<file path="config.mk">
export PLATFORM = sky130hd
export DESIGN_NAME = tt_um_2bits_alu
export DESIGN_NICKNAME = d
export VERILOG_FILES = /design/src/rtl/tt_um_2bits_alu.sv
export SDC_FILE = /design/constraint.sdc
export NUM_CORES = 1
export LEC_CHECK = 0
export ABC_AREA = 1
export CAP_MARGIN = 5
export CORE_MARGIN = 4
export CORE_UTILIZATION = 42
export DETAILED_ROUTE_END_ITERATION = 16
export PLACE_DENSITY_LB_ADDON = 0.08
export SYNTH_ARGS = -nofsm -noshare
export SYNTH_HDL_FRONTEND = slang
export SYNTH_SLANG_ARGS = --single-unit
export TNS_END_PERCENT = 20
</file>
<file path="constraint.sdc">
create_clock -name clk -period 2.55 [get_ports clk]
set_clock_uncertainty 0.15 [all_clocks]
set_input_delay 0.51 -clock clk [delete_from_list [all_inputs] [get_ports clk]]
set_output_delay 0.51 -clock clk [all_outputs]
set_load 0.02 [all_outputs]
</file>
<file path="src/rtl/tt_um_2bits_alu.sv">
// Registered 4-bit ALU with C/Z/N/V flags and a seven-segment display of the result.
// Operands come from ui_in and the opcode from uio_in[2:0]. Outputs are decoded only from registers.
module tt_um_2bits_alu (
    input  logic       clk,
    input  logic       rst_n,
    input  logic       ena,
    input  logic [7:0] ui_in,
    input  logic [7:0] uio_in,
    output logic [7:0] uo_out,
    output logic [7:0] uio_out,
    output logic [7:0] uio_oe
);

    typedef enum logic [2:0] {
        OP_ADD = 3'b000,
        OP_SUB = 3'b001,
        OP_AND = 3'b010,
        OP_OR  = 3'b011,
        OP_XOR = 3'b100,
        OP_NOT = 3'b101,
        OP_SHL = 3'b110,
        OP_SHR = 3'b111
    } opcode_t;

    logic [3:0] op_a;
    logic [3:0] op_b;
    opcode_t    opcode;

    logic [4:0] sum_wide;
    logic [4:0] diff_wide;

    logic [3:0] alu_result;
    logic       alu_carry;
    logic       alu_overflow;

    logic [3:0] result;
    logic       carry;
    logic       zero;
    logic       negative;
    logic       overflow;

    logic [6:0] segments;

    // The rst_n name is inherited from the pin list; it is active-high here.
    logic unused_inputs;

    assign op_a   = ui_in[3:0];
    assign op_b   = ui_in[7:4];
    assign opcode = opcode_t'(uio_in[2:0]);
    assign unused_inputs = &{1'b0, uio_in[7:3]};

    assign sum_wide  = {1'b0, op_a} + {1'b0, op_b};
    assign diff_wide = {1'b0, op_a} - {1'b0, op_b};

    always_comb begin
        alu_result   = 4'h0;
        alu_carry    = 1'b0;
        alu_overflow = 1'b0;
        case (opcode)
            OP_ADD: begin
                alu_result   = sum_wide[3:0];
                alu_carry    = sum_wide[4];
                alu_overflow = (op_a[3] == op_b[3]) && (sum_wide[3] != op_a[3]);
            end
            OP_SUB: begin
                // Bit 4 of the widened difference is set exactly when A < B.
                alu_result   = diff_wide[3:0];
                alu_carry    = diff_wide[4];
                alu_overflow = (op_a[3] != op_b[3]) && (diff_wide[3] != op_a[3]);
            end
            OP_AND: alu_result = op_a & op_b;
            OP_OR:  alu_result = op_a | op_b;
            OP_XOR: alu_result = op_a ^ op_b;
            OP_NOT: alu_result = ~op_a;
            OP_SHL: begin
                alu_result = {op_a[2:0], 1'b0};
                alu_carry  = op_a[3];
            end
            OP_SHR: begin
                alu_result = {1'b0, op_a[3:1]};
                alu_carry  = op_a[0];
            end
            default: alu_result = 4'h0;
        endcase
    end

    always_ff @(posedge clk) begin
        if (rst_n) begin
            result   <= 4'h0;
            carry    <= 1'b0;
            zero     <= 1'b1;
            negative <= 1'b0;
            overflow <= 1'b0;
        end else if (ena) begin
            result   <= alu_result;
            carry    <= alu_carry;
            zero     <= (alu_result == 4'h0);
            negative <= alu_result[3];
            overflow <= alu_overflow;
        end
    end

    // Hex digit patterns, bit0 = segment a through bit6 = segment g.
    always_comb begin
        segments = 7'h00;
        case (result)
            4'h0: segments = 7'h3F;
            4'h1: segments = 7'h06;
            4'h2: segments = 7'h5B;
            4'h3: segments = 7'h4F;
            4'h4: segments = 7'h66;
            4'h5: segments = 7'h6D;
            4'h6: segments = 7'h7D;
            4'h7: segments = 7'h07;
            4'h8: segments = 7'h7F;
            4'h9: segments = 7'h6F;
            4'hA: segments = 7'h77;
            4'hB: segments = 7'h7C;
            4'hC: segments = 7'h39;
            4'hD: segments = 7'h5E;
            4'hE: segments = 7'h79;
            4'hF: segments = 7'h71;
            default: segments = 7'h00;
        endcase
    end

    assign uo_out  = {carry, segments};
    assign uio_out = {overflow, negative, zero, carry, 4'h0};
    assign uio_oe  = 8'hF0;

endmodule

</file>
==> impl_metrics.csv, run 1 <==
group,metric,value,unit
pwr,power.leakage,1.27,nW
worst_setup_path,worstSetupStartpoint,"ui_in[0]",
worst_setup_path,crit_type,"in -> reg",
clocking,root_buffer,"clkbuf_8",
synth,yosysTopAreaCell,"ha_1",
floorplan,start_util,43.5,%
clocking,cts_sinks,14,
clocking,clk_latency,0.24,ns
layout,final_area,0.00244,mm²
layout,synthToLayoutAreaGrowth,39.4,%
worst_setup_path,r2r_cells,7,
worst_setup_path,start_kind,"input port",
placement,dp_slack,-0.580,ns
status,status,"finished clean",
worst_setup_path,crit_path_max_fanout,6,
synth,synth_top_family_by_area,"simple AND/OR/NAND/NOR gates",
synth,syn-cell-area,0.00175,mm²
sta,setup_viol,0,
synth,synthSimpleGateAreaFrac,36.9,%
global_route,grt_max_degree,11,
min_path,hold_path_depth,2,
worst_setup_path,reg2reg_from,"result[0]",
synth,synth_edf_count,0,
placement,port_buffers,25,
min_path,hold_path.class,"reg -> reg",
floorplan,row_count,23,
placement,place_area,0.00229,mm²
routing,via_per_inst,4.68,
sta,finalCritPeriodShare,96.3,%
clocking,clockBufferDepth,2,
layout,drive_gt1_share,30.8,%
clocking,cts_tree,"built",
synth,synth_top_area_share,16.4,%
floorplan,core,0.00403,mm²
clocking,cts_made_buffers,3,
sta,worst_slack,0.0936,ns
routing,drt_iter0_markers,97,
worst_setup_path,rrSetupSlack,1.01,ns
pwr,irDropWorstVdd,411,µV
sta,fin_hold_ws,0.321,ns
clocking,ctsHoldBuffers,0,
synth,synthCells,248,
worst_setup_path,required,2.54,ns
synth,synth_area_leaders,"ha_1 16%, dfxtp_1 16%, nand2_1 11%",
layout,seq_area,280,µm²
layout,nNetsFinal,358,
synth,synthMuxAreaShare,0,%
synth,yosys_warnings,0,
floorplan,die_height,72.6,µm
synth,synthXorXnorAreaFrac,0.500,%
layout,multi_input_area,0.00127,mm²
worst_setup_path,worst-endpoint-arrival,2.44,ns
global_route,grt_overflow,0,
synth,syn_avg_cell_area,7.06,µm²
global_route,antenna_found_initial,0,
worst_setup_path,r2r-end,"segments[1]",
routing,num_vias,1695,
sta,rsz0062_at_grt,"no",
routing,ant_nets,0,
routing,drt-pass1-iter-count,4,
global_route,grt_pass1_vias,1497,
sta,report.final.slew_viol_count,0,
synth,ys_seq_area_share,16.0,%
synth,synth.ff_latch_count,14,
worst_setup_path,setup.worst_path.end,"segments[6]",
sta,relSlewSlack,63.5,%
layout,fillCellCount,390,
layout,diodes,0,
synth,synthArstFlopShare,0,%
job,maxCapViolations,0,
pwr,powerDensity,366,mW/mm²
global_route,groute.usage.overall,16.6,%
floorplan,io_pins,43,
synth,synth_adder_area_share,18.7,%
worst_setup_path,end_kind,"flip-flop",
clocking,cts.clk_slew.worst_paths,0.05,ns
pwr,report.power.total,0.000895,W
floorplan,fp.dieW,72.6,µm
placement,place_congestion,0.899,
synth,synthDistinctLibCells,32,
sta,layout_min_cycle_time,2.46,ns
sta,fin_tns_setup,0,ns
clocking,cts_max_level,1,
routing,wl_per_cell,11.9,µm
sta,tightest_slew,0.540,ns
global_route,grt_first_pass_wirelength,6930,µm
placement,hpwl,3500,µm
sta,hold_viol_final,0,
synth,synth_compound_area_share,9.43,%
routing,drc,0,
sta,timing.fmax,407,MHz
synth,synth_ff_type,"dfxtp_1",
routing,wl,4300,µm
floorplan,die_area,0.00527,mm²
[layout make-up]
type                    count  area share, %
flip-flops and latches     14           11.5
multi-input cells         186           51.9
clock buffers               3           1.69
inverters                  37           5.99
well taps                  50           2.56
repair buffers             72           26.3
[how the worst min path moves through the flow]
| stage | end | start | slack, ns |
|---|---|---|---|
| floorplan | zero | zero | 0.28 |
| global placement | zero | zero | 0.30 |
| detailed placement | zero | zero | 0.31 |
| CTS | zero | zero | 0.32 |
| global route | overflow | overflow | 0.34 |
| finish | overflow | overflow | 0.32 |
[where the power goes]
group	switching (W)	leakage, nW	internal [W]
Sequential	0.00000682	0.117	0.000246
Combinational	0.000257	1.14	0.000209
Clock	0.0000709	0.0216	0.000104
Total	0.000335	1.27	0.000560
[logic make-up after synthesis]
family                   after synthesis
XOR/XNOR                               1
adder cells (fa/ha/maj)               25
buffers and inverters                 58
AO/OA/AOI/OAI                         26
other                                  2
AND/OR/NAND/NOR                      122
flip-flops                            14
[sequential cells by signal, summed over array words and instances (netlist names)]
name,cells
result,4
zero,1
carry,1
segments,7
overflow,1
[synth_stat cells, types with 5 or more instances]
master    n
buf_4    18
nand2_1  50
nand4_1   7
nand2_4   5
nand3_1  22
nor2_1   16
o21ai_0   5
dfxtp_1  14
nand2_2   7
ha_1     23
a21oi_1  11
inv_1    31
[critical path, stage by stage]
cell and delay [ns]:
dlygate4sd2_1 0.27, inv_2 0.09, ha_4 0.15, inv_1 0.05, fa_2 0.53, nand2_1 0.05, nand2_1 0.07, inv_2 0.04
nand3_2 0.08, nand2_4 0.09, inv_2 0.09, ha_2 0.20, nand3_2 0.09, nand3_1 0.10, nand2_1 0.05
[layout by cell type, fill, tap and decap left out, types with 2 or more instances in the layout]
| cell | count |
|---|---|
| a21oi_1 | 11 |
| a21oi_4 | 2 |
| buf_4 | 44 |
| clkbuf_8 | 3 |
| clkdlybuf4s50_1 | 18 |
| conb_1 | 12 |
| dfxtp_1 | 14 |
| dlygate4sd2_1 | 3 |
| dlymetal6s2s_1 | 4 |
| ha_1 | 17 |
| ha_2 | 2 |
| ha_4 | 4 |
| inv_1 | 26 |
| inv_2 | 9 |
| nand2_1 | 49 |
| nand2_2 | 7 |
| nand2_4 | 6 |
| nand3_1 | 20 |
| nand3_2 | 6 |
| nand3b_1 | 3 |
| nand4_1 | 7 |
| nor2_1 | 16 |
| nor2_2 | 2 |
| nor2_4 | 2 |
| nor3_1 | 2 |
| o21ai_0 | 5 |
| o21ai_1 | 4 |
[per-layer routing]
layer / vias up / GRT usage [%] / wire length (µm)
li1: 889 / - / -
met1: 749 / 25.0 / 2110
met2: 50 / 24.1 / 1890
met3: 7 / 3.44 / 249
met4: 0 / 3.69 / 54
met5: - / 0 / 0
[what timing repair did]
item / 4_1_cts / 5_1_grt
gates cloned: 0 / 1
pin swaps: 3 / 6
buffers inserted: 0 / 0
gates resized for setup: 15 / 11
endpoints found under the setup margin: 8 / 8
hold endpoints to repair: 0 / 0
[metrics by stage]
| stage | cells | util (%) |
|---|---|---|
| final | 362 | 60.6 |
| after CTS | 361 | 59.3 |
| after detailed placement | 358 | 56.9 |
| after global placement | 358 | 56.9 |
| after global routing | 362 | 60.6 |
| after floorplan | 258 | - |
No activity file was read; power rests on OpenSTA's default activity.
==> run 2, diff against run 1 <==
Settings changed: MAX_ROUTING_LAYER set to met4.
==> impl_metrics.csv, run 2 (same netlist as run 1, synthesis figures left out) <==
group,metric,value,unit
status,status,"finished clean",
layout,fin_cells,363,
layout,layout_commonest_cell,"nand2_1",
sta,hold_viol_final,0,
layout,final_area,0.00240,mm²
worst_setup_path,worst-endpoint-arrival,2.40,ns
placement,port_buffers,25,
floorplan,die_height,72.6,µm
clocking,cts_tree,"built",
clocking,root_buffer,"clkbuf_8",
routing,via_per_inst,4.66,
worst_setup_path,crit_path_max_fanout,6,
floorplan,core,0.00403,mm²
layout,layout_common_cells,"49 x nand2_1, 46 x buf_4, 29 x inv_1, 20 x nand3_1",
sta,layout_min_cycle_time,2.40,ns
global_route,groute.usage.overall,17.5,%
sta,timing.fmax,416,MHz
min_path,hold_path.class,"reg -> reg",
floorplan,row_count,23,
routing,drc,0,
sta,setup_viol,0,
layout,diodes,0,
clocking,cts_made_buffers,3,
sta,fin_tns_setup,0,ns
routing,wl,4170,µm
clocking,cts_sinks,14,
sta,finalCritPeriodShare,94.3,%
clocking,clockBufferDepth,2,
clocking,ctsHoldBuffers,0,
worst_setup_path,start_kind,"input port",
floorplan,fp.dieW,72.6,µm
floorplan,io_pins,43,
layout,synthToLayoutAreaGrowth,36.9,%
routing,drt-pass1-iter-count,4,
layout,largest_reg_flops,7,
sta,rsz0062_at_grt,"yes",
placement,place_area,0.00230,mm²
clocking,cts_max_level,1,
global_route,antenna_found_initial,0,
layout,fillCellCount,391,
clocking,postCtsSetupBuffers,0,
pwr,irDropWorstVdd,332,µV
worst_setup_path,end_kind,"flip-flop",
sta,report.final.slew_viol_count,0,
placement,hpwl,3490,µm
routing,drt_iter0_markers,94,
layout,drive_gt1_share,29.7,%
pwr,powerDensity,386,mW/mm²
global_route,grt_first_pass_wirelength,7230,µm
worst_setup_path,required,2.54,ns
floorplan,die_area,0.00527,mm²
global_route,grt_overflow,0,
job,maxCapViolations,0,
global_route,grt_max_degree,11,
layout,nNetsFinal,358,
routing,wl_per_cell,11.5,µm
placement,place_congestion,0.907,
clocking,cts.clk_slew.worst_paths,0.06,ns
floorplan,start_util,43.5,%
global_route,grt_pass1_vias,1624,
routing,num_vias,1691,
pwr,power.leakage,1.26,nW
clocking,clk_latency,0.25,ns
routing,ant_nets,0,
worst_setup_path,crit_type,"in -> reg",
placement,place_inst,359,
==> run 2: cell types whose count changed in the layout (fill, tap and decap cells not counted), moves of 2 or more <==
cell and delta:
ha_4 -3, inv_1 +3, inv_2 -3, buf_4 +2, dlymetal6s2s_1 -2, ha_2 +2
==> run 2: power breakdown <==
group	internal [W]	switching, W
clock	0.000137	0.0000811
sequential	0.000246	0.00000705
combinational	0.000202	0.000253
==> run 2: worst max-delay path: stages <==
cell	delay [ns]
dlygate4sd2_1	0.27
ha_1	0.22
fa_1	0.51
nand2_1	0.06
nand2_1	0.07
inv_2	0.04
nand3_2	0.08
nand2_4	0.08
inv_2	0.09
ha_2	0.20
nand3_2	0.10
nand3_1	0.10
nand2_1	0.05
==> run 2: layer usage <==
| metal | track usage (%) | wire [µm] | up-vias |
|---|---|---|---|
| met5 | - | 0 | - |
| met4 | 2.66 | 43 | 0 |
| met3 | 3.17 | 200 | 6 |
| met2 | 26.8 | 1870 | 44 |
| met1 | 24.6 | 2060 | 747 |
| li1 | - | - | 894 |
==> run 2: final timing paths <==
path	startpoint	to	slack, ns	depth (start not counted)
setup / recovery	ui_in[4]	segments[3]	0.15	13
hold / removal	overflow	overflow	0.32	2
setup reg to reg	result[0]	segments[1]	1.01	6
hold reg to reg	overflow	overflow	0.32	2
==> run 2: layout make-up <==
cell class	instances	area [µm²]	share of cell area (%)
repair buffers	72	616	25.7
flip-flops and latches	14	280	11.7
clock buffers	4	55.1	2.30
inverters	37	146	6.11
well taps	50	62.6	2.61
multi-input cells	186	1240	51.6
==> run 2: per-stage QoR <==
step           setup WS (ns)  hold WS, ns  power (W)  util (%)
2_1_floorplan          0.159        0.285   0.000535         -
3_3_place_gp          -0.494        0.301   0.000704      57.0
3_5_place_dp          -0.576        0.308   0.000706      57.0
4_1_cts              0.00183        0.323   0.000929      58.5
5_1_grt              -0.0438        0.351   0.000998      59.5
6_report               0.146        0.322   0.000926      59.5
==> run 2: repair_timing <==
item                                    in CTS  in global routing
endpoints found under the setup margin       8                  8
pin swaps                                    2                  7
resized for setup                            9                 12
==> RTL change 1, RTL diff (config.mk and constraints of run 1) <==
Reset style: asynchronous (`rst_n`), changed in one clocked block.
--- a/src/rtl/tt_um_2bits_alu.sv
+++ b/src/rtl/tt_um_2bits_alu.sv
@@ -84,7 +84,7 @@
         endcase
     end
 
-    always_ff @(posedge clk) begin
+    always_ff @(posedge clk or posedge rst_n) begin
         if (rst_n) begin
             result   <= 4'h0;
             carry    <= 1'b0;
Formal check against the unedited RTL: differs if rst_n is asserted again (counterexample within 4 cycles, from zero or initial values and one cycle with rst_n high); with rst_n held inactive, the same outputs for 10 cycles.
==> RTL change 1 against run 1 <==
Non-clock buffer count down 36; total power is 30% lower; sequential cell count decreased by 7; first-iteration DRC count fell by 73%; via count decreased by 19%; synthesized area fell by 23%; routed wire length down 26%; final area is 33% lower; worst setup slack better by 0.058 ns; critical endpoint is now uo_out[2]; highest routed layer unchanged.
==> RTL change 1: results (changes against run 1) <==
stage,metric,value,unit,change
status,status,completed,,unchanged
worst_setup_path,CP max FO,5,,was 6
timing,final hold slack,0.324,ns,was 0.321 ns
route,Via-to-Cell Ratio,4.83,,was 4.68
clock_network,Root Driver,clkbuf_4,,was clkbuf_8
global_route,met1 global-route usage,0.163,,was 0.250
global_route,gr usage total,0.148,,was 0.166
synthesis,ys flop type,dfrtp_1,,was dfxtp_1
synthesis,"top cells by count, synth","nand2_1 (51), inv_1 (28), ha_1 (19)",,"was nand2_1 (50), inv_1 (31), ha_1 (23)"
synthesis,unique cell type count in the Yosys netlist,27,,was 32
synthesis,leading post-synthesis cells by cell area,"ha_1 (18%), nand2_1 (14%), dfrtp_1 (11%)",,"was ha_1 (16%), dfxtp_1 (16%), nand2_1 (11%)"
global_route,first-pass GRT wire length,5.06,mm,was 6.93 mm
clock_network,CTS resizes,5,,was 15
synthesis,sequential share of the synthesized area,0.130,,was 0.160
synthesis,xor and xnor area share after synthesis,0,,was 0.00500
pwr,peak supply drop,195,uV,was 411 uV
place,dpl ws,-0.0571,ns,was -0.580 ns
min_path,HP Start,zero$_DFFE_PP1P_,,was overflow$_SDFFE_PP0P_
worst_setup_path,CP max stage delay,0.60,ns,was 0.53 ns
synthesis,Synth Instances,211,,was 248
worst_setup_path,"setup slack, reg-to-reg",1.55,ns,was 1.01 ns
global_route,number of global-route vias before repair,1206,,"was 1,497"
min_path,Hold EP,zero$_DFFE_PP1P_,,was overflow$_SDFFE_PP0P_
synthesis,Adder-Cell Fraction of Synth Area,0.205,,was 0.187
worst_setup_path,reg-to-reg endpoint,result[2]$_DFFE_PP0P_,,was segments[1]$_DFF_P_
worst_setup_path,r2r startpoint,result[2]$_DFFE_PP0P_,,was result[0]$_SDFFE_PP0P_
pwr,Sw Share,0.463,,was 0.374
cells_and_area,layout cell share with drive strength beyond 1,0.129,,was 0.308
worst_setup_path,FF-to-FF path depth,2,,was 7
worst_setup_path,CP max stage cell,clkdlybuf4s50_1,,was fa_2
route,via count,1376,,"was 1,695"
worst_setup_path,data arrival time of the critical path,1.74,ns,was 2.44 ns
route,Initial DRC Count,26,,was 97
RTL change 1: kinds of logic after synthesis:
family / Yosys count
compound gates: 28
fa+ha+maj: 21
buf+inv: 52
flops: 7
other cells: 2
simple gates: 101
RTL change 1: worst max-delay path by stage:
stage	start	endpoint	slack [ns]	cells after the start
after global placement	ui_in[0]	zero$_DFFE_PP1P_	-0.05	13
after detailed placement	ui_in[0]	zero$_DFFE_PP1P_	-0.06	13
after CTS	result[0]$_DFFE_PP0P_	uo_out[4]	0.05	7
final	result[1]$_DFFE_PP0P_	uo_out[2]	0.15	6
after global routing	result[0]$_DFFE_PP0P_	uo_out[3]	0.02	7
after floorplan	result[1]$_DFFE_PP0P_	uo_out[0]	0.57	5
RTL change 1: metal layers:
layer / share of wire / vias to the layer above
met4: 0.0056 / 0
li1: - / 707
met1: 0.42 / 628
met5: 0 / -
met2: 0.52 / 37
met3: 0.049 / 4
RTL change 1: power groups by stage:
| stage | combinational (uW) | clock [uW] | sequential, uW |
|---|---|---|---|
| final | 383 | 102 | 144 |
| after global routing | 421 | 124 | 146 |
| after CTS | 386 | 108 | 143 |
| after detailed placement | 402 | 0 | 145 |
| after global placement | 395 | 0 | 144 |
| after floorplan | 268 | 0 | 142 |
RTL change 1: critical path: cells and delay by family (launching register included):
| kind | cells | cell delay (ns) |
|---|---|---|
| AOI/OAI and AO/OA | 1 | 0.07 |
| and+or+nand+nor | 1 | 0.06 |
| DFF | 1 | 0.37 |
| adders and majority gates | 1 | 0.17 |
| buffers and inverters | 3 | 0.81 |
RTL change 1: cell type report:
cell class | instances | area (um2)
fill | 313 | 1430
multi-input combinational | 162 | 937
timing repair buffer | 36 | 329
sequential | 7 | 178
inverter | 32 | 120
tap | 44 | 55.1
clock buffer | 4 | 26.3
==> RTL change 2, RTL diff (flow settings as in run 1) <==
Made on the original files. Register the inputs `ena`, `ui_in` and `uio_in` before use, cleared by the reset. The logic sees them one clock later.
--- a/src/rtl/tt_um_2bits_alu.sv
+++ b/src/rtl/tt_um_2bits_alu.sv
@@ -22,6 +22,22 @@
         OP_SHR = 3'b111
     } opcode_t;
 
+    logic ena_q;
+    logic [7:0] ui_q;
+    logic [7:0] uio_q;
+
+    always_ff @(posedge clk) begin
+        if (rst_n) begin
+            ena_q <= '0;
+            ui_q  <= '0;
+            uio_q <= '0;
+        end else begin
+            ena_q <= ena;
+            ui_q  <= ui_in;
+            uio_q <= uio_in;
+        end
+    end
+
     logic [3:0] op_a;
     logic [3:0] op_b;
     opcode_t    opcode;
@@ -44,10 +60,10 @@
     // The rst_n name is inherited from the pin list; it is active-high here.
     logic unused_inputs;
 
-    assign op_a   = ui_in[3:0];
-    assign op_b   = ui_in[7:4];
-    assign opcode = opcode_t'(uio_in[2:0]);
-    assign unused_inputs = &{1'b0, uio_in[7:3]};
+    assign op_a   = ui_q[3:0];
+    assign op_b   = ui_q[7:4];
+    assign opcode = opcode_t'(uio_q[2:0]);
+    assign unused_inputs = &{1'b0, uio_q[7:3]};
 
     assign sum_wide  = {1'b0, op_a} + {1'b0, op_b};
     assign diff_wide = {1'b0, op_a} - {1'b0, op_b};
@@ -91,7 +107,7 @@
             zero     <= 1'b1;
             negative <= 1'b0;
             overflow <= 1'b0;
-        end else if (ena) begin
+        end else if (ena_q) begin
             result   <= alu_result;
             carry    <= alu_carry;
             zero     <= (alu_result == 4'h0);
Behaviour: not the same (Yosys sat finds a counterexample within 4 cycles, from zero or initial values and one cycle with rst_n high).
==> RTL change 2 against run 1 <==
Utilization is 7.4 points lower; sequential cell count is 12 higher; total power is 20% higher; routed wire length is 0.44% lower; synthesized area is 13% higher; worst setup slack better by 0.021 ns; final area is 3.1% lower; critical endpoint is now segments[5]$_DFF_P_.
==> RTL change 2: results (changes against run 1) <==
stage,metric,value,unit,change
status,status,completed,,unchanged
worst_setup_path,CP max FO,5,,was 6
route,Routed WL,4.28,mm,was 4.30 mm
pwr,P_leak,0.00118,uW,was 0.00127 uW
cells_and_area,max FFs per register,8,,was 7
global_route,pin count of the biggest net entering global routing,16,,was 11
clock_network,CTS resizes,3,,was 15
synthesis,leading post-synthesis cells by cell area,"dfxtp_1 (26%), ha_1 (12%), nand2_1 (9.9%)",,"was ha_1 (16%), dfxtp_1 (16%), nand2_1 (11%)"
timing,final hold slack,0.338,ns,was 0.321 ns
worst_setup_path,CP Capture Point,segments[5]$_DFF_P_,,was segments[6]$_DFF_P_
pwr,Sw Share,0.325,,was 0.374
pwr,internal power,721,uW,was 560 uW
synthesis,"top cells by count, synth","nand2_1 (52), inv_1 (42), nor2_1 (27)",,"was nand2_1 (50), inv_1 (31), ha_1 (23)"
cells_and_area,filler cell count,452,,was 390
synthesis,unique cell type count in the Yosys netlist,33,,was 32
worst_setup_path,CP max stage delay,0.48,ns,was 0.53 ns
worst_setup_path,r2r startpoint,ui_q[0]$_SDFF_PP0_,,was result[0]$_SDFFE_PP0P_
place,Routability Congestion,0.903,,was 0.899
pwr,peak supply drop,247,uV,was 411 uV
global_route,first-pass GRT wire length,7.16,mm,was 6.93 mm
global_route,gr usage total,0.149,,was 0.166
cells_and_area,Final nets,349,,was 358
timing,Slew HR,0.673,,was 0.635
route,wire per inst,11.9,um,about the same
worst_setup_path,"setup slack, reg-to-reg",0.11,ns,was 1.01 ns
place,DP Area,0.00227,mm2,was 0.00229 mm2
-- RTL change 2: routing by layer --
metal | share of wire | up-vias | track usage
li1 | - | 897 | -
met5 | 0 | - | 0
met3 | 0.053 | 6 | 0.0304
met1 | 0.49 | 754 | 0.201
met4 | 0.014 | 0 | 0.0453
met2 | 0.44 | 41 | 0.237
-- RTL change 2: logic make-up after synthesis --
family,after synthesis,synth area share
xor gates and xnor gates,3,0.0133
and+or+nand+nor,133,0.327
DFF,26,0.263
AOI/OAI and AO/OA,22,0.0739
adders and majority gates,21,0.140
other,2,0.00379
buffers and inverters,71,0.179
-- RTL change 2: area by class of cell --
cell class	count	area, um2	area share
Timing Repair Buffer	40	363	0.153
Inverter	47	179	0.0756
Tap cell	52	65.1	0.0275
Sequential cell	26	523	0.221
Multi-Input combinational cell	191	1180	0.499
Clock buffer	4	55.1	0.0233
